[src/rtl/mul_arbiter_pkg.sv]
// Shared types and helpers for the multiplier arbiter.
// FSM state encoding and index-width function.
package mul_arbiter_pkg;

    typedef enum logic [2:0] {
        ST_IDLE  = 3'd0,
        ST_ISSUE = 3'd1,
        ST_WAIT  = 3'd2,
        ST_RESP  = 3'd3,
        ST_HOLD  = 3'd4
    } state_t;

    function automatic int clog2(input int n);
        int r;
        r = 0;
        for (int v = n - 1; v > 0; v = v >> 1) begin
            r++;
        end
        return r;
    endfunction

endpackage

[src/rtl/mul_arbiter_rr_picker.sv]
// Round-robin picker: first asserted request after 'last',
// wrapping modulo NUM_REQ.
module rr_picker #(
    parameter int NUM_REQ   = 4,
    parameter int IDX_WIDTH = 2
) (
    input  logic [NUM_REQ-1:0]   i_req,
    input  logic [IDX_WIDTH-1:0] i_last,
    output logic [IDX_WIDTH-1:0] o_idx,
    output logic                 o_valid
);

    int w_pos;

    // Scan farthest offset first so the nearest one overwrites.
    always_comb begin
        o_idx   = '0;
        o_valid = 1'b0;
        w_pos   = 0;
        for (int k = NUM_REQ; k >= 1; k--) begin
            w_pos = int'(i_last) + k;
            if (w_pos >= NUM_REQ) begin
                w_pos = w_pos - NUM_REQ;
            end
            if (i_req[w_pos[IDX_WIDTH-1:0]]) begin
                o_idx   = w_pos[IDX_WIDTH-1:0];
                o_valid = 1'b1;
            end
        end
    end

endmodule

[src/rtl/mul_arbiter.sv]
// Shares one handshake multiplier among NUM_REQ requesters with
// round-robin grant, operand latch, watchdog and one-cycle ack.
module mul_arbiter
    import mul_arbiter_pkg::*;
#(
    parameter  int C_WIDTH   = 32,
    parameter  int NUM_REQ   = 4,
    parameter  int TIMEOUT   = 256,
    localparam int IDX_WIDTH = clog2(NUM_REQ)
) (
    input  logic                       ctl_clk,
    input  logic                       reset,
    input  logic [NUM_REQ-1:0]         req,
    input  logic [NUM_REQ*C_WIDTH-1:0] req_a,
    input  logic [NUM_REQ*C_WIDTH-1:0] req_b,
    input  logic [NUM_REQ-1:0]         req_signed,
    output logic [NUM_REQ-1:0]         ack,
    output logic [C_WIDTH-1:0]         resp_y,
    output logic                       resp_err,
    output logic                       busy,
    output logic [IDX_WIDTH-1:0]       grant_idx,
    output logic [C_WIDTH-1:0]         mul_a,
    output logic [C_WIDTH-1:0]         mul_b,
    output logic                       mul_signed,
    output logic                       mul_trigger,
    input  logic                       mul_ready,
    input  logic                       mul_done,
    input  logic [C_WIDTH-1:0]         mul_y
);

    state_t                r_state;
    state_t                w_next;
    logic [IDX_WIDTH-1:0]  r_last;
    logic [31:0]           r_wdog;
    logic [IDX_WIDTH-1:0]  w_win;
    logic                  w_valid;
    logic                  w_tmo;

    rr_picker #(
        .NUM_REQ   (NUM_REQ),
        .IDX_WIDTH (IDX_WIDTH)
    ) u_pick (
        .i_req   (req),
        .i_last  (r_last),
        .o_idx   (w_win),
        .o_valid (w_valid)
    );

    assign w_tmo = (TIMEOUT != 0) && (r_wdog == 32'(TIMEOUT - 1));

    always_comb begin
        w_next = r_state;
        case (r_state)
            ST_IDLE:  if (mul_ready && w_valid) w_next = ST_ISSUE;
            ST_ISSUE: w_next = ST_WAIT;
            ST_WAIT:  if (mul_done || w_tmo) w_next = ST_RESP;
            // Level-style done must drop before re-arbitrating.
            ST_RESP:  w_next = (!mul_done && mul_ready) ? ST_IDLE : ST_HOLD;
            ST_HOLD:  if (!mul_done && mul_ready) w_next = ST_IDLE;
            default:  w_next = ST_IDLE;
        endcase
    end

    always_ff @(posedge ctl_clk) begin
        if (reset) begin
            r_state     <= ST_IDLE;
            r_last      <= IDX_WIDTH'(NUM_REQ - 1);
            r_wdog      <= '0;
            ack         <= '0;
            resp_y      <= '0;
            resp_err    <= 1'b0;
            busy        <= 1'b0;
            grant_idx   <= '0;
            mul_a       <= '0;
            mul_b       <= '0;
            mul_signed  <= 1'b0;
            mul_trigger <= 1'b0;
        end else begin
            r_state     <= w_next;
            busy        <= (w_next != ST_IDLE);
            mul_trigger <= (w_next == ST_ISSUE);
            ack         <= '0;
            case (r_state)
                ST_IDLE: begin
                    if (w_next == ST_ISSUE) begin
                        mul_a      <= req_a[int'(w_win)*C_WIDTH +: C_WIDTH];
                        mul_b      <= req_b[int'(w_win)*C_WIDTH +: C_WIDTH];
                        mul_signed <= req_signed[w_win];
                        grant_idx  <= w_win;
                    end
                end
                ST_ISSUE: r_wdog <= '0;
                ST_WAIT: begin
                    r_wdog <= r_wdog + 32'd1;
                    if (mul_done) begin
                        resp_y   <= mul_y;
                        resp_err <= 1'b0;
                        ack      <= NUM_REQ'(1) << grant_idx;
                    end else if (w_tmo) begin
                        resp_y   <= '0;
                        resp_err <= 1'b1;
                        ack      <= NUM_REQ'(1) << grant_idx;
                    end
                end
                ST_RESP: begin
                    r_last   <= grant_idx;
                    resp_err <= 1'b0;
                end
                default: ;
            endcase
        end
    end

endmodule

[config.mk]
export PLATFORM = sky130hd
export DESIGN_NAME = mul_arbiter
export DESIGN_NICKNAME = d
export VERILOG_FILES = /design/src/rtl/mul_arbiter_pkg.sv /design/src/rtl/mul_arbiter_rr_picker.sv /design/src/rtl/mul_arbiter.sv
export SDC_FILE = /design/constraint.sdc
export NUM_CORES = 1
export LEC_CHECK = 0
export ABC_AREA = 1
export CORE_ASPECT_RATIO = 0.9
export CORE_MARGIN = 8
export CORE_UTILIZATION = 43
export DETAILED_ROUTE_END_ITERATION = 7
export PLACE_DENSITY = 0.85
export SETUP_SLACK_MARGIN = 0.05
export SYNTH_ARGS = -nofsm -noshare
export SYNTH_HDL_FRONTEND = slang
export SYNTH_SLANG_ARGS = --single-unit
[constraint.sdc]
create_clock -name ctl_clk -period 1.99 [get_ports ctl_clk]
set_input_delay 0.398 -clock ctl_clk [delete_from_list [all_inputs] [get_ports ctl_clk]]
set_output_delay 0.398 -clock ctl_clk [all_outputs]
set_load 0.1 [all_outputs]
==> qor.txt <==
crit share post-route = 104.7%
reg2reg setup slack = -0.09 ns
area delta synth->final = 67.01%
Yosys reg bits = 143
Synth Area in Compound Gates = 5.323%
core region area = 0.02144 sq mm
Int Pwr = 6931 uW
number of max-cap violations = 0
total chip power = 11,890 uW
Die Span Y = 155.8 um
layout cells sized above 1 = 16.97%
GR Util All Layers = 27.66%
Clock Path Buffers = 2
Slew Viols, Final = 0
most frequent cells in the layout = inv_1, nand3_1, nand2_1, clkdlybuf4s50_1, buf_4
status = finished, violations left
top_reg_cell synth = dfxtp_1
slowest stage delay, CP = 0.34 ns
WL final = 41,140 um
router iterations before antenna repair = 7
die area = 0.02668 sq mm
Setup Skew = 0.01610 ns
row count = 51
library cells used by synthesis = 39
vias in the first global route = 11,476
port bufs = 405
DP HPWL = 29,070 um
Horiz. Die Dim = 171.3 um
failing checks = setup timing
R2R Path Start = r_last[0]
placed inst area = 0.01402 sq mm
asr flop ratio synth = 0%
Vias = 12,312
mapped cell area = 0.009331 sq mm
global-route wire length before repair = 58,860 um
Final Hold Viols = 0
combinational share of power = 46.0%
fmax = 480.0 MHz
Hold EP = r_wdog[7]
TritonCTS clock tree = yes
Hold Crit Class = input pin to register
relative slew slack = 61.43%
Leak = 0.008095 uW
Power Dens Cells = 763.0 mW/mm^2
r2r worst-path depth = 16
Crit. End Element = register
Worst Path Required = 2.31 ns
CTS H-tree depth = 4
Final Cell Area = 0.01558 sq mm
Vias/cell = 5.121
Final nets = 2,397
register area share after synthesis = 30.68%
# DRC = 0
Mapped Cells = 1,642
share of total power in sequential cells = 27.2%
Hold Path Depth = 2
# IOs = 406
post-synthesis simple-gate area fraction = 43.35%
CP startpoint kind = register
total congestion overflow = 0
cells along the critical path = buf_6 > inv_8 > nand2_2 > nand2_2 > buf_4 > nor2_1 > nor2_1 > nand2_1 > nand2_4 > inv_4 > buf_12 > buf_12 > nand3_1 > nand3_1 > nand2_1 > inv_1
Post-DRT Antenna Nets = 0
Final setup viols = 24
Avg Inst Size Synth = 5.683 sq um
worst-case vdd ir drop = 0.0005650 V
largest net degree at the start of global routing = 78
cts bufs inserted = 17
sw frac = 41.71%
Buf/Inv on CP = 7
XOR/XNOR Fraction of Synth Area = 0.2816%
Root Buffer = clkbuf_16
Psw = 4961 uW
slowest CP cell = dfxtp_2
per-cell routed wire length = 17.11 um
clock power share = 26.8%
critical path class = register to register
RSZ-0062 raised after global routing = yes
Initial Util = 43.52%
initial antenna violation count = 5
Mapped Nets = 1,943
GP Congestion = 0.9448
reg2reg end = mul_a[28]
Final Util = 72.69%
crit path max fanout = 13
Post-synth EDFFs = 0
Setup WS post-layout = -0.09339 ns
worst path arrival time = 2.40 ns
Final Critical Period = 2.083 ns
worst slew pin tran = 0.5732 ns
min-delay src = reset
worst skew pair latency = 0.42 ns
area share of fa/ha/maj cells after synthesis = 0.1341%
critical path's top delay family = simple AND/OR/NAND/NOR gates
1st-iter DRT viols = 961
clock sink total = 143
Worst-path clk slew = 0.07 ns
Synthesis Warnings = 0
multiplexer share of the synthesized area = 0%
largest family of logic cells by synthesized area = simple AND/OR/NAND/NOR gates
most common cell after layout, fill and taps aside = inv_1
## cell type report
class | count | area, sq um
timing repair buffer | 527 | 5335
fill | 1730 | 5856
multi-input combinational | 1024 | 4974
clock buffer | 20 | 456.7
sequential | 143 | 2872
tap | 291 | 364.1
inverter | 383 | 1450
clock inverter | 12 | 123.9
antenna | 4 | 10.01
## cells by family (layout without fill, tap and decap cells)
kind of cell               Yosys count  count (layout)
other                                0               4
xor gates and xnor gates             3               3
AOI/OAI and AO/OA                   91              91
buffers and inverters              475             942
and+or+nand+nor                    929             929
adders and majority gates            1               1
DFF                                143             143
## stage by stage
stage	cells	setup WS [ns]	hold WS (ns)	setup TNS (ns)
after global routing	2404	-0.1769	0.2173	-4.809
after floorplan	1642	0.2196	0.4475	0
after CTS	2384	0.02831	0.2062	0
after global placement	2339	-0.4375	0.4365	-25.30
final	2404	-0.09339	0.2207	-0.4886
after detailed placement	2339	-0.5006	0.4429	-30.61
## registers in the layout (all words and copies together) (netlist names), 2 cells and up
signal / count
r_state: 3
r_last: 2
r_wdog: 32
ack: 4
mul_a: 32
resp_y: 32
grant_idx: 2
mul_b: 32
## synth_stat cells, types with 3 or more instances
| master | instances | area [sq um] |
|---|---|---|
| a21oi_1 | 54 | 270.3 |
| a31oi_1 | 5 | 31.28 |
| buf_1 | 8 | 30.03 |
| buf_2 | 37 | 185.2 |
| buf_4 | 11 | 82.58 |
| clkbuf_1 | 34 | 127.6 |
| dfxtp_1 | 143 | 2863 |
| inv_1 | 379 | 1423 |
| nand2_1 | 356 | 1336 |
| nand3_1 | 359 | 1797 |
| nand4_1 | 10 | 62.56 |
| nor2_1 | 168 | 630.6 |
| nor3_1 | 20 | 100.1 |
| nor4_1 | 4 | 25.02 |
| o211ai_1 | 3 | 22.52 |
| o21ai_0 | 18 | 90.09 |
| o22ai_1 | 3 | 18.77 |
## worst reg2reg max path, cell delays in order, from the launching register on
cell and delay (ns):
dfxtp_2 0.34, buf_6 0.13, inv_8 0.09, nand2_2 0.07
nand2_2 0.12, buf_4 0.13, nor2_1 0.03, nor2_1 0.12
nand2_1 0.12, nand2_4 0.13, inv_4 0.06, buf_12 0.15
buf_12 0.17, nand3_1 0.08, nand3_1 0.11, nand2_1 0.10
inv_1 0.04
## power by group through the flow
stage	Sequential, uW	Combinational, uW	Clock, uW
3_5_place_dp	3280	4900	0
6_report	3230	5470	3190
4_1_cts	3220	5080	3220
3_3_place_gp	3270	4830	0
5_1_grt	3260	5780	3360
2_1_floorplan	4800	1590	0
## worst max path at each step
stage / to / start / cells past startpoint
2_1_floorplan: resp_y[23] / r_wdog[0] / 11
3_3_place_gp: mul_a[16] / req[0] / 16
3_5_place_dp: mul_a[18] / req[1] / 16
4_1_cts: mul_a[3] / r_last[0] / 17
5_1_grt: mul_a[28] / r_last[0] / 16
6_report: mul_a[28] / r_last[0] / 16
## per-layer routing
| metal | routed length (um) | track usage [%] | share of wire (%) | up-vias |
|---|---|---|---|---|
| li1 | - | - | - | 5920 |
| met1 | 15560 | 31.74 | 38 | 5618 |
| met2 | 19790 | 46.31 | 48 | 646 |
| met3 | 4048 | 9.031 | 9.8 | 126 |
| met4 | 1732 | 12.08 | 4.2 | 2 |
| met5 | 13 | 0 | 0.032 | - |
## what timing repair did
action | in CTS | in global routing
hold buffers | 0 | 0
cloned | 3 | 9
hold endpoints to repair | 0 | 0
pin swaps | 20 | 26
setup endpoints to repair | 103 | 114
gates resized for setup | 40 | 112
buffers inserted | 10 | 9
(Power assumes the default switching activity.)
